===== config.mk =====
export PLATFORM = sky130hd
export DESIGN_NAME = result_collector_flat
export DESIGN_NICKNAME = d
export VERILOG_FILES = /design/src/rtl/result_collector_if.sv /design/src/rtl/result_collector.sv /design/src/flat_wrapper.sv
export SDC_FILE = /design/constraint.sdc
export NUM_CORES = 1
export LEC_CHECK = 0
export ABC_AREA = 1
export CAP_MARGIN = 20
export CORE_AREA = 2 2 90 178
export CTS_CLUSTER_DIAMETER = 40
export DETAILED_ROUTE_END_ITERATION = 8
export DIE_AREA = 0 0 92 180
export GPL_TIMING_DRIVEN = 0
export MAX_ROUTING_LAYER = met4
export SKIP_CTS_REPAIR_TIMING = 1
export SLEW_MARGIN = 10
export SYNTH_ARGS = -nofsm -noshare
export SYNTH_HDL_FRONTEND = slang
export SYNTH_SLANG_ARGS = --single-unit

===== constraint.sdc =====
create_clock -name clk -period 2.04 [get_ports clk]
set_input_delay 0.408 -clock clk [delete_from_list [all_inputs] [get_ports clk]]
set_output_delay 0.408 -clock clk [all_outputs]
set_load 0.1 [all_outputs]

===== src/rtl/result_collector_if.sv =====
// Result-collector bus: array result stream in, drained result bytes and status out.
// The slave modport is the collector; the master modport is its environment.
interface result_collector_if #(
  parameter int unsigned W = 8
) ();
  logic         clr;
  logic         ack_in;
  logic [W-1:0] data_in;
  logic [W-1:0] out_data;
  logic         out_valid;
  logic         out_ready;
  logic [3:0]   out_idx;
  logic         out_last;
  logic         done;
  logic         err_short;
  logic         overrun;

  modport slave (
    input  clr, ack_in, data_in, out_ready,
    output out_data, out_valid, out_idx, out_last, done, err_short, overrun
  );

  modport master (
    output clr, ack_in, data_in, out_ready,
    input  out_data, out_valid, out_idx, out_last, done, err_short, overrun
  );
endinterface


===== src/rtl/result_collector.sv =====
// Captures one NBYTES result matrix from the array shift-out stream and drains it
// byte by byte over a valid/ready port, flagging short streams and dropped bytes.
module result_collector #(
  parameter int unsigned W      = 8,
  parameter int unsigned NBYTES = 16
) (
  input  logic              clk,
  input  logic              rst,
  result_collector_if.slave bus
);
  localparam int unsigned CW = $clog2(NBYTES + 1);
  localparam int unsigned AW = (NBYTES > 1) ? $clog2(NBYTES) : 1;
  localparam logic [CW-1:0] WCNT_MAX  = CW'(NBYTES);
  localparam logic [CW-1:0] WCNT_LAST = CW'(NBYTES - 1);
  localparam logic [AW-1:0] RPTR_LAST = AW'(NBYTES - 1);

  typedef enum logic [1:0] {
    IDLE    = 2'd0,
    CAPTURE = 2'd1,
    DRAIN   = 2'd2
  } state_t;

  state_t        state_q, state_d;
  logic [CW-1:0] wcnt_q, wcnt_d;
  logic [AW-1:0] rptr_q, rptr_d;
  logic          done_q, done_d;
  logic          err_short_q, err_short_d;
  logic          overrun_q, overrun_d;

  logic          wr_en;
  logic [AW-1:0] wr_addr;
  logic [W-1:0]  mem_q [NBYTES];

  // State and status registers.
  always_ff @(posedge clk or posedge rst) begin
    if (rst) begin
      state_q     <= IDLE;
      wcnt_q      <= '0;
      rptr_q      <= '0;
      done_q      <= 1'b0;
      err_short_q <= 1'b0;
      overrun_q   <= 1'b0;
    end else begin
      state_q     <= state_d;
      wcnt_q      <= wcnt_d;
      rptr_q      <= rptr_d;
      done_q      <= done_d;
      err_short_q <= err_short_d;
      overrun_q   <= overrun_d;
    end
  end

  // Result buffer; contents only ever leave the block during DRAIN, so no reset.
  always_ff @(posedge clk) begin
    if (wr_en) begin
      mem_q[wr_addr] <= bus.data_in;
    end
  end

  // Next-state and buffer-write control.
  always_comb begin
    state_d     = state_q;
    wcnt_d      = wcnt_q;
    rptr_d      = rptr_q;
    overrun_d   = overrun_q;
    done_d      = 1'b0;
    err_short_d = 1'b0;
    wr_en       = 1'b0;
    wr_addr     = '0;

    if (bus.clr) begin
      state_d   = IDLE;
      wcnt_d    = '0;
      rptr_d    = '0;
      overrun_d = 1'b0;
    end else begin
      unique case (state_q)
        IDLE: begin
          if (bus.ack_in) begin
            wr_en   = 1'b1;
            wr_addr = '0;
            wcnt_d  = CW'(1);
            rptr_d  = '0;
            state_d = (NBYTES == 1) ? DRAIN : CAPTURE;
          end
        end

        CAPTURE: begin
          if (bus.ack_in) begin
            wr_en   = (wcnt_q < WCNT_MAX);
            wr_addr = AW'(wcnt_q);
            if (wcnt_q < WCNT_MAX) begin
              wcnt_d = wcnt_q + CW'(1);
            end
            if (wcnt_q == WCNT_LAST) begin
              state_d = DRAIN;
              rptr_d  = '0;
            end
          end else begin
            // Stream stopped before the matrix was complete: discard it.
            err_short_d = 1'b1;
            wcnt_d      = '0;
            state_d     = IDLE;
          end
        end

        DRAIN: begin
          if (bus.ack_in) begin
            overrun_d = 1'b1;
          end
          if (bus.out_ready) begin
            if (rptr_q == RPTR_LAST) begin
              state_d = IDLE;
              done_d  = 1'b1;
              rptr_d  = '0;
              wcnt_d  = '0;
            end else begin
              rptr_d = rptr_q + AW'(1);
            end
          end
        end

        default: begin
          state_d = IDLE;
          wcnt_d  = '0;
          rptr_d  = '0;
        end
      endcase
    end
  end

  // Drain port is decoded straight from registered state.
  logic draining;
  assign draining      = (state_q == DRAIN);
  assign bus.out_valid = draining;
  assign bus.out_data  = draining ? mem_q[rptr_q] : '0;
  assign bus.out_idx   = draining ? 4'(rptr_q) : 4'd0;
  assign bus.out_last  = draining && (rptr_q == RPTR_LAST);
  assign bus.done      = done_q;
  assign bus.err_short = err_short_q;
  assign bus.overrun   = overrun_q;
endmodule


===== src/flat_wrapper.sv =====
// flat-port wrapper written by rule: the top's interface ports become plain ports
module result_collector_flat 
#(
  parameter int unsigned W      = 8,
  parameter int unsigned NBYTES = 16
)
  (clk, rst, bus_clr, bus_ack_in, bus_data_in, bus_out_ready, bus_out_data, bus_out_valid, bus_out_idx, bus_out_last, bus_done, bus_err_short, bus_overrun);
  result_collector_if #(.W(W)) bus_i ();
  input  logic clk;
  input  logic rst;
  input wire logic [$bits(bus_i.clr)-1:0] bus_clr;
  input wire logic [$bits(bus_i.ack_in)-1:0] bus_ack_in;
  input wire logic [$bits(bus_i.data_in)-1:0] bus_data_in;
  input wire logic [$bits(bus_i.out_ready)-1:0] bus_out_ready;
  output wire logic [$bits(bus_i.out_data)-1:0] bus_out_data;
  output wire logic [$bits(bus_i.out_valid)-1:0] bus_out_valid;
  output wire logic [$bits(bus_i.out_idx)-1:0] bus_out_idx;
  output wire logic [$bits(bus_i.out_last)-1:0] bus_out_last;
  output wire logic [$bits(bus_i.done)-1:0] bus_done;
  output wire logic [$bits(bus_i.err_short)-1:0] bus_err_short;
  output wire logic [$bits(bus_i.overrun)-1:0] bus_overrun;
  assign bus_i.clr = bus_clr;
  assign bus_i.ack_in = bus_ack_in;
  assign bus_i.data_in = bus_data_in;
  assign bus_i.out_ready = bus_out_ready;
  assign bus_out_data = bus_i.out_data;
  assign bus_out_valid = bus_i.out_valid;
  assign bus_out_idx = bus_i.out_idx;
  assign bus_out_last = bus_i.out_last;
  assign bus_done = bus_i.done;
  assign bus_err_short = bus_i.err_short;
  assign bus_overrun = bus_i.overrun;
  result_collector #(.W(W), .NBYTES(NBYTES)) u_core (.clk(clk), .rst(rst), .bus(bus_i));
endmodule

Word-level counts from Yosys, hierarchy flattened
Memory sizes are Yosys's and may differ from the RTL's.
Cells that the tools add are included.
{ "word_totals": {"ff_bits": 14, "latchBits": 0, "mem_bits_rw": 128, "rom_bits": 0, "word_cells": 71, "n_memories": 1} }
{ "mem_list": {"columns": ["name", "depth", "width", "rd", "rd_ports_with_merged_regs", "write_ports", "line_no", "rtl"], "rows": [
  ["u_core.mem_q", 16, 8, 1, 0, 1, "result_collector.sv:32", "logic [W-1:0] mem_q [NBYTES];"]
]} }
{ "op_classes": {"addsub": 2, "multipliers": 0, "n_div": 0, "order_cmp": 1, "n_eq_ne": 11, "shift": 0, "mux": 42, "bitwise": 0, "n_reduce_logical": 8} }
{ "op_table": {"columns": ["op", "n"], "rows": [
  ["$mux W4", 10],
  ["$mux W5", 6],
  ["$mux W1", 15],
  ["$pmux W5 S3", 1],
  ["$mux W2", 6],
  ["$ne A3 B3 Y1 const B", 4],
  ["$pmux W4 S3", 1],
  ["$reduce_and A4 Y1", 3],
  ["$mux W8", 1],
  ["$ne A4 B3 Y1 const B", 2],
  ["$pmux W2 S3", 1],
  ["$add A5 B1 Y5 const B", 1],
  ["$eq A5 B4 Y1 const B", 1],
  ["$lt A5 B5 Y1 const B", 1],
  ["$add A4 B1 Y4 const B", 1],
  ["$eq A4 B4 Y1 const B", 1],
  ["$reduce_bool A2 Y1", 2],
  ["$ne A3 B2 Y1 const B", 1],
  ["$eq A2 B1 Y1 const B", 1],
  ["$eq A2 B2 Y1 const B", 1],
  ["$logic_not A2 Y1", 1],
  ["$pmux W1 S2", 1],
  ["$reduce_and A2 Y1", 1],
  ["$logic_and A1 B1 Y1", 1]
]} }

Longest topological paths before layout
Gate-level depths: netlist (run 1).
{ "depth": {"ltp_word": 6, "mapped_depth": 10, "ltp_nobuf": 10} }

Worst setup path after synthesis (run 1)
No wires, ideal clock.
{ "synth_path": {"path_kind": "register to output", "from": "register u_core.rptr_q[1]", "to": "output bus_out_data[0]", "t_arrival_ns": 2.538, "path_slack_ns": -0.906, "stages_incl_launch_ff": 8, "path_buffers": 2, "cell_sequence": "dfrtp_1 > buf_2 > clkinv_1 > clkbuf_1 > nand2_1 > nand3_1 > nand3_1 > a21oi_1"} }
{ "synth_between": {"elab_chain_len": 2} }
{ "synth_rtl": {"columns": ["element", "line_no", "rtl"], "rows": [
  ["start, declared", "result_collector.sv:25", "logic [AW-1:0] rptr_q, rptr_d;"],
  ["start signal, assigned", "result_collector.sv:46", "rptr_q <= rptr_d;"],
  ["$mem_v2 Z16 W8", null, null],
  ["$mux W8", "result_collector.sv:136", "assign bus.out_data = draining ? mem_q[rptr_q] : '0;"],
  ["end, declared", "flat_wrapper.sv:15", "output wire logic [$bits(bus_i.out_data)-1:0] bus_out_data;"]
]} }
No other way between the ends.

Final worst setup path (run 1)
{ "layout_path": {"from": "register u_core.rptr_q[0]", "to": "output bus_out_data[3]"} }
The elaborated chain is that of the path after synthesis.

==> run summary, run 1 <==
register area share after synthesis = 65.9%
failing checks = negative setup slack
hold crit path type = in -> reg
vias in the first global route = 4502
pwr/cell area = 777 mW/mm²
clock period minus worst slack = 2.48 ns
# rows = 64
wire length per cell = 17.9 µm
Arr. time, crit path = 2.07 ns
routed vias = 4682
Reg clk slew, reported paths = 0.07 ns
largest family of logic cells by synthesized area = simple AND/OR/NAND/NOR gates
die width = 92 µm
Hold Slack = 0.301 ns
EDFF count, synth = 128
commonest cells after routing, fill and taps aside = nand2_1 (216), edfxtp_1 (128), nand3_1 (75)
Simple-Gate Fraction of Synth Area = 24.4%
chip height = 180 µm
Post-Synthesis Cell Area = 0.00636 mm²
Post-Route WL = 16600 µm
RR Startpoint = u_core.state_q[1]$_DFFE_PP0P_
syn avg cell area = 9.94 µm²
share of flip-flops with an asynchronous set or reset = 9.86%
Synth Flop Type = edfxtp_1
yosys warns = 0
P&R area growth vs syn = 33.9%
most common cell after layout, fill and taps aside = nand2_1
CP required = 1.63 ns
DP Wirelength = 11400 µm
maximum VDD drop = 0.602 mV
vias per cell = 5.05
Worst Setup End Kind = output port
adder-cell share of the synthesized area = 0.590%
final setup violation count = 9
Iter 0 DRT Violations = 392
post-synth top area share = 60.4%
max-cap violations = 0
outcome = complete, but fails checks
Final ANT Viol Nets = 0
final non-filler cell total = 927
Worst Skew = 0.0126 ns
CP startpoint kind = flop
area of the core = 0.0152 mm²
gr usage total = 20.8%
Die ar. = 0.0166 mm²
mux contribution to synthesized area = 0%
Crit Path Class = reg -> out
internal power = 5.27 mW
dpl cells = 868
clock sink count = 142
Net Sw Frac = 20.4%
initial core utilization = 41.8%
Root Buffer = clkbuf_16
initial antenna violation count = 0
fin. max-slew vios = 0
Max FO, Critical Path = 10
slew at the pin closest to its max-slew limit = 0.988 ns
final hold violation count = 0
clock network fraction of total power = 48.2%
Crit. Startpoint = u_core.rptr_q[0]$_DFFE_PP0P_
# diodes = 0
largest cells by area after synthesis = edfxtp_1 (60%), nand2_1 (13%), nand3_1 (7.2%), dfrtp_1 (5.5%), inv_1 (4.3%)
share of cells above drive strength 1 = 24.6%
largest net degree at the start of global routing = 17
clk buf depth = 2
Buffers on Ports = 28
GR Overflow Total = 0
Nets = 732
H-tree depth reported by CTS = 4
min setup slack post-route = -0.439 ns
Seq pwr share = 48.4%
Worst Hold Launch = bus_ack_in
Synth area leader = edfxtp_1
Slew headroom = 34.0%
CTS tree = done
post-synthesis xor/xnor area fraction = 0.138%
flops & latches, synth = 142
post-synthesis compound-gate area fraction = 1.83%
final clock period utilization by the worst path = 122%
RSZ-0062 raised after global routing = true
DRC viols = 0
GP Congestion = 0.886
Num CTS Buffers = 17
Syn Inst Count = 640
f_max = 403 MHz
Syn Nets = 656
IO Count = 30
first-pass GRT wire length = 24800 µm
synth unique cells = 31
Pleak = 3.47 nW
Sw Pwr = 1.35 mW
TritonRoute pass-1 iters = 6
worst skew pair latency = 0.42 ns
Logic pwr share = 3.4%
stage by stage:
| stage | setup TNS, ns | total power [mW] | utilization [%] | area, µm² | setup WS [ns] |
|---|---|---|---|---|---|
| 5_1_grt | -4.68 | 6.80 | 56.0 | 8520 | -0.485 |
| 6_report | -3.17 | 6.62 | 56.0 | 8520 | -0.439 |
| 3_5_place_dp | -101.40 | 3.45 | 46.2 | 7030 | -1.18 |
| 3_3_place_gp | -111.44 | 3.44 | 46.1 | 7010 | -1.16 |
| 2_1_floorplan | -1.20 | 3.35 | - | 6480 | -0.217 |
| 4_1_cts | -55.05 | 6.62 | 50.4 | 7660 | -1.64 |
power by group through the flow:
stage / sequential, mW / clock, mW / combinational [mW]
2_1_floorplan: 3.27 / 0 / 0.0806
3_3_place_gp: 3.26 / 0 / 0.177
3_5_place_dp: 3.26 / 0 / 0.185
4_1_cts: 3.20 / 3.23 / 0.186
5_1_grt: 3.20 / 3.36 / 0.239
6_report: 3.20 / 3.19 / 0.223
cell type report:
cell class                      count  area [µm²]
Inverter                           85         334
Buffer                             27         289
Multi-Input combinational cell    386        2090
Clock inverter                      8        87.6
Tap cell                          198         248
Fill cell                        1269        6700
Sequential cell                   142        4200
Clock buffer                       24         546
Timing Repair Buffer               57         726
sequential cells by signal (all words and copies together), names as in the netlist:
name                  flops
u_core.mem_q            128
u_core.wcnt_q             5
u_core.rptr_q             4
u_core.state_q            2
u_core.bus.done           1
u_core.bus.err_short      1
u_core.bus.overrun        1
worst max-delay path, stage by stage (launching register included):
cell	delay (ns)
dfrtp_2	0.43
inv_2	0.08
buf_6	0.15
buf_8	0.15
nand2_1	0.07
nand3_1	0.06
nand3_1	0.11
nand3_1	0.17
a21oi_4	0.21
buf_12	0.19
worst paths after layout:
| path | to | slack (ns) | cells past startpoint |
|---|---|---|---|
| min in group asynchronous | u_core.bus.done$_DFF_PP0_ | 0.34 | 2 |
| max in group asynchronous | u_core.state_q[1]$_DFFE_PP0P_ | 1.29 | 2 |
| setup reg to reg | u_core.mem_q[8][0]$_DFFE_PP_ | 0.05 | 6 |
| hold / removal | u_core.bus.err_short$_DFF_PP0_ | 0.30 | 2 |
| setup / recovery | bus_out_data[3] | -0.44 | 9 |
| hold reg to reg | u_core.wcnt_q[3]$_DFFE_PP0P_ | 0.49 | 2 |
synthesized netlist by cell type (2+ instances only):
| cell | count |
|---|---|
| nand4_1 | 2 |
| nor2_2 | 2 |
| inv_2 | 9 |
| ha_1 | 3 |
| clkbuf_1 | 7 |
| o21ai_0 | 5 |
| nor2_1 | 29 |
| buf_2 | 16 |
| nand2_1 | 217 |
| nor2_4 | 3 |
| nor3_1 | 6 |
| nand2_2 | 4 |
| dfrtp_1 | 14 |
| nand3_1 | 92 |
| buf_4 | 3 |
| a21oi_1 | 13 |
| inv_1 | 73 |
| edfxtp_1 | 128 |
| clkinv_1 | 2 |
cell families after synthesis:
kind of cell             Yosys count
AND/OR/NAND/NOR                  361
adder cells (fa/ha/maj)            3
XOR/XNOR                           1
buffers and inverters            112
flip-flops                       142
AO/OA/AOI/OAI                     21
metal layers:
layer  GRT usage (%)  vias up  part of all wire [%]
met3            4.11       39                   4.0
met2            35.8      157                    56
met1            21.7     2238                    36
met5               -        -                     0
li1                -     2248                     -
met4            12.3        0                   4.7
No activity file was read; power rests on OpenSTA's default activity.
==> inputs of run 2 (changes only) <==
--- a/config.mk
+++ b/config.mk
@@ -12,9 +12,9 @@
 export DETAILED_ROUTE_END_ITERATION = 8
 export DIE_AREA = 0 0 92 180
 export GPL_TIMING_DRIVEN = 0
+export HOLD_SLACK_MARGIN = 0.12
 export MAX_ROUTING_LAYER = met4
 export SKIP_CTS_REPAIR_TIMING = 1
-export SLEW_MARGIN = 10
 export SYNTH_ARGS = -nofsm -noshare
 export SYNTH_HDL_FRONTEND = slang
 export SYNTH_SLANG_ARGS = --single-unit
==> run 2 against run 1 <==
  * The flow still finishes with violations (negative setup slack)
  * Sequential power is essentially flat
  * Flip-flop and latch count is the same
  * Routed wire length grew 3.9%
  * Final cell count grew 1.2%
  * Maximum frequency grew 0.89%
  * Die area is the same
  * Hold slack lost 0.0041 ns
  * Core utilization grew 0.97 points
  * Clock skew shrank 0.0043 ns
  * Worst setup slack gained 0.022 ns
  * Critical endpoint unchanged
  * Largest cell class unchanged
==> run summary, run 2 (synthesis gave the netlist of run 1 again) <==
outcome = complete, but fails checks (unchanged)
failing checks = negative setup slack (unchanged)
CP startpoint kind = flop (unchanged)
P&R area growth vs syn = 36.2% (was 33.9%)
dpl cells = 869 (was 868)
GR Overflow Total = 0 (unchanged)
Worst Skew = 0.00832 ns (was 0.0126 ns)
slew at the pin closest to its max-slew limit = 0.982 ns (was 0.988 ns)
Final ANT Viol Nets = 0 (unchanged)
Post-Place Cell Area = 0.00703 mm² (unchanged)
crit-path cells = inv_4, buf_4, nand2_1, nand2_1, nand2_1, nand3_1, nand3_2, a21oi_4, buf_12 (was inv_2, buf_6, buf_8, nand2_1, nand3_1, nand3_1, nand3_1, a21oi_4, buf_12)
max reg flops = 128 (unchanged)
share of cells above drive strength 1 = 27.0% (was 24.6%)
top flop regs = u_core.mem_q x128, u_core.wcnt_q x5, u_core.rptr_q x4 (unchanged)
Arr. time, crit path = 2.05 ns (was 2.07 ns)
# rows = 64 (unchanged)
CP dominant cell by count = nand2_1 (was nand3_1)
pwr/cell area = 755 mW/mm² (was 777 mW/mm²)
Num CTS Buffers = 17 (unchanged)
Root Buffer = clkbuf_16 (unchanged)
final clock period utilization by the worst path = 120% (was 122%)
Slew headroom = 34.4% (was 34.0%)
CTS tree = done (unchanged)
DP Wirelength = 11500 µm (was 11400 µm)
largest net degree at the start of global routing = 17 (unchanged)
TritonRoute pass-1 iters = 5 (was 6)
# diodes = 0 (unchanged)
gr usage total = 20.8% (about the same)
area of the core = 0.0152 mm² (unchanged)
IO Count = 30 (unchanged)
die width = 92 µm (unchanged)
Iter 0 DRT Violations = 469 (was 392)
vias in the first global route = 4500 (was 4502)
Die ar. = 0.0166 mm² (unchanged)
H-tree depth reported by CTS = 4 (unchanged)
routed vias = 4794 (was 4682)
Buffers on Ports = 28 (unchanged)
Largest Register = u_core.mem_q (unchanged)
Pleak = 3.60 nW (was 3.47 nW)
fillers = 1279 (was 1269)
first-pass GRT wire length = 24700 µm (was 24800 µm)
initial core utilization = 41.8% (unchanged)
DRC viols = 0 (unchanged)
wire length per cell = 18.4 µm (was 17.9 µm)
Max FO, Critical Path = 10 (unchanged)
most common cell after layout, fill and taps aside = nand2_1 (unchanged)
worst skew pair latency = 0.42 ns (about the same)
CP required = 1.63 ns (about the same)
design area = 0.00867 mm² (was 0.00852 mm²)
Worst Setup End Kind = output port (unchanged)
final setup violation count = 11 (was 9)
Nets = 743 (was 732)
clk buf depth = 2 (unchanged)
final hold violation count = 0 (unchanged)
initial antenna violation count = 0 (unchanged)
clock period minus worst slack = 2.46 ns (was 2.48 ns)
Critical-path top delay cell = dfrtp_2 (unchanged)
gr busiest metal = met2 (unchanged)
final non-filler cell total = 938 (was 927)
Reg clk slew, reported paths = 0.06 ns (was 0.07 ns)
clock sink count = 142 (unchanged)
f_max = 407 MHz (was 403 MHz)
maximum VDD drop = 0.601 mV (was 0.602 mV)
commonest cells after routing, fill and taps aside = nand2_1 (215), edfxtp_1 (128), inv_1 (72) (was nand2_1 (216), edfxtp_1 (128), nand3_1 (75))
fin. max-slew vios = 0 (unchanged)
chip height = 180 µm (unchanged)
met2 GRT Util = 36.4% (was 35.8%)
met1 Use GR = 21.4% (was 21.7%)
slowest cell delay on critical path = 0.47 ns (was 0.43 ns)
GP Congestion = 0.886 (unchanged)
setup_tns = -3.24 ns (was -3.17 ns)
met3 usage = 4.27% (was 4.11%)
vias per cell = 5.11 (was 5.05)
max-cap violations = 0 (unchanged)
min setup slack post-route = -0.417 ns (was -0.439 ns)
Post-Route WL = 17300 µm (was 16600 µm)
RSZ-0062 raised after global routing = true (unchanged)
hold crit path type = in -> reg (unchanged)
Crit Path Class = reg -> out (unchanged)
==> run 2: worst paths after layout <==
path,from,end,slack [ns],cells past startpoint
max,u_core.rptr_q[0]$_DFFE_PP0P_,bus_out_data[3],-0.42,9
min,bus_ack_in,u_core.bus.err_short$_DFF_PP0_,0.30,2
max reg2reg,u_core.state_q[1]$_DFFE_PP0P_,u_core.mem_q[7][3]$_DFFE_PP_,0.01,6
min reg2reg,u_core.wcnt_q[3]$_DFFE_PP0P_,u_core.wcnt_q[3]$_DFFE_PP0P_,0.48,2
max in group asynchronous,rst,u_core.state_q[1]$_DFFE_PP0P_,1.28,2
min in group asynchronous,rst,u_core.bus.done$_DFF_PP0_,0.35,2
==> run 2: metrics by stage <==
step / hold slack (ns) / util, % / worst slack [ns] / power, mW
after floorplan: 0.297 / - / -0.217 / 3.35
after global placement: 0.457 / 46.1 / -1.16 / 3.44
after detailed placement: 0.476 / 46.2 / -1.16 / 3.45
after CTS: 0.284 / 50.2 / -1.63 / 6.56
after global routing: 0.293 / 57.0 / -0.491 / 6.74
final: 0.297 / 57.0 / -0.417 / 6.55
==> run 2: critical path, delay by kind of cell (launching register included) <==
family	cells	cell delay, ns
AND/OR/NAND/NOR	5	0.44
flip-flops	1	0.47
buffers and inverters	3	0.50
AO/OA/AOI/OAI	1	0.22
==> run 2: final cells by class <==
type,instances,area [µm²],area share (%)
plain buffers,27,319,3.68
inverters,85,332,3.83
repair buffers,68,837,9.66
clock inverters,11,141,1.63
flip-flops and latches,142,4200,48.4
well taps,198,248,2.86
multi-input cells,386,2130,24.6
clock buffers,21,460,5.31
==> run 2: per-layer routing <==
layer / up-vias / wire [µm]
li1: 2269 / -
met1: 2330 / 6080
met2: 159 / 9640
met3: 36 / 832
met4: 0 / 701
met5: - / 0
==> run 2: where the power goes <==
part           internal [mW]  total, mW  switching, mW  leakage (nW)
registers               3.19       3.20         0.0133          1.34
logic                 0.0623      0.215          0.153          1.96
clock network           1.98       3.13           1.15         0.290
total                   5.23       6.55           1.31          3.60
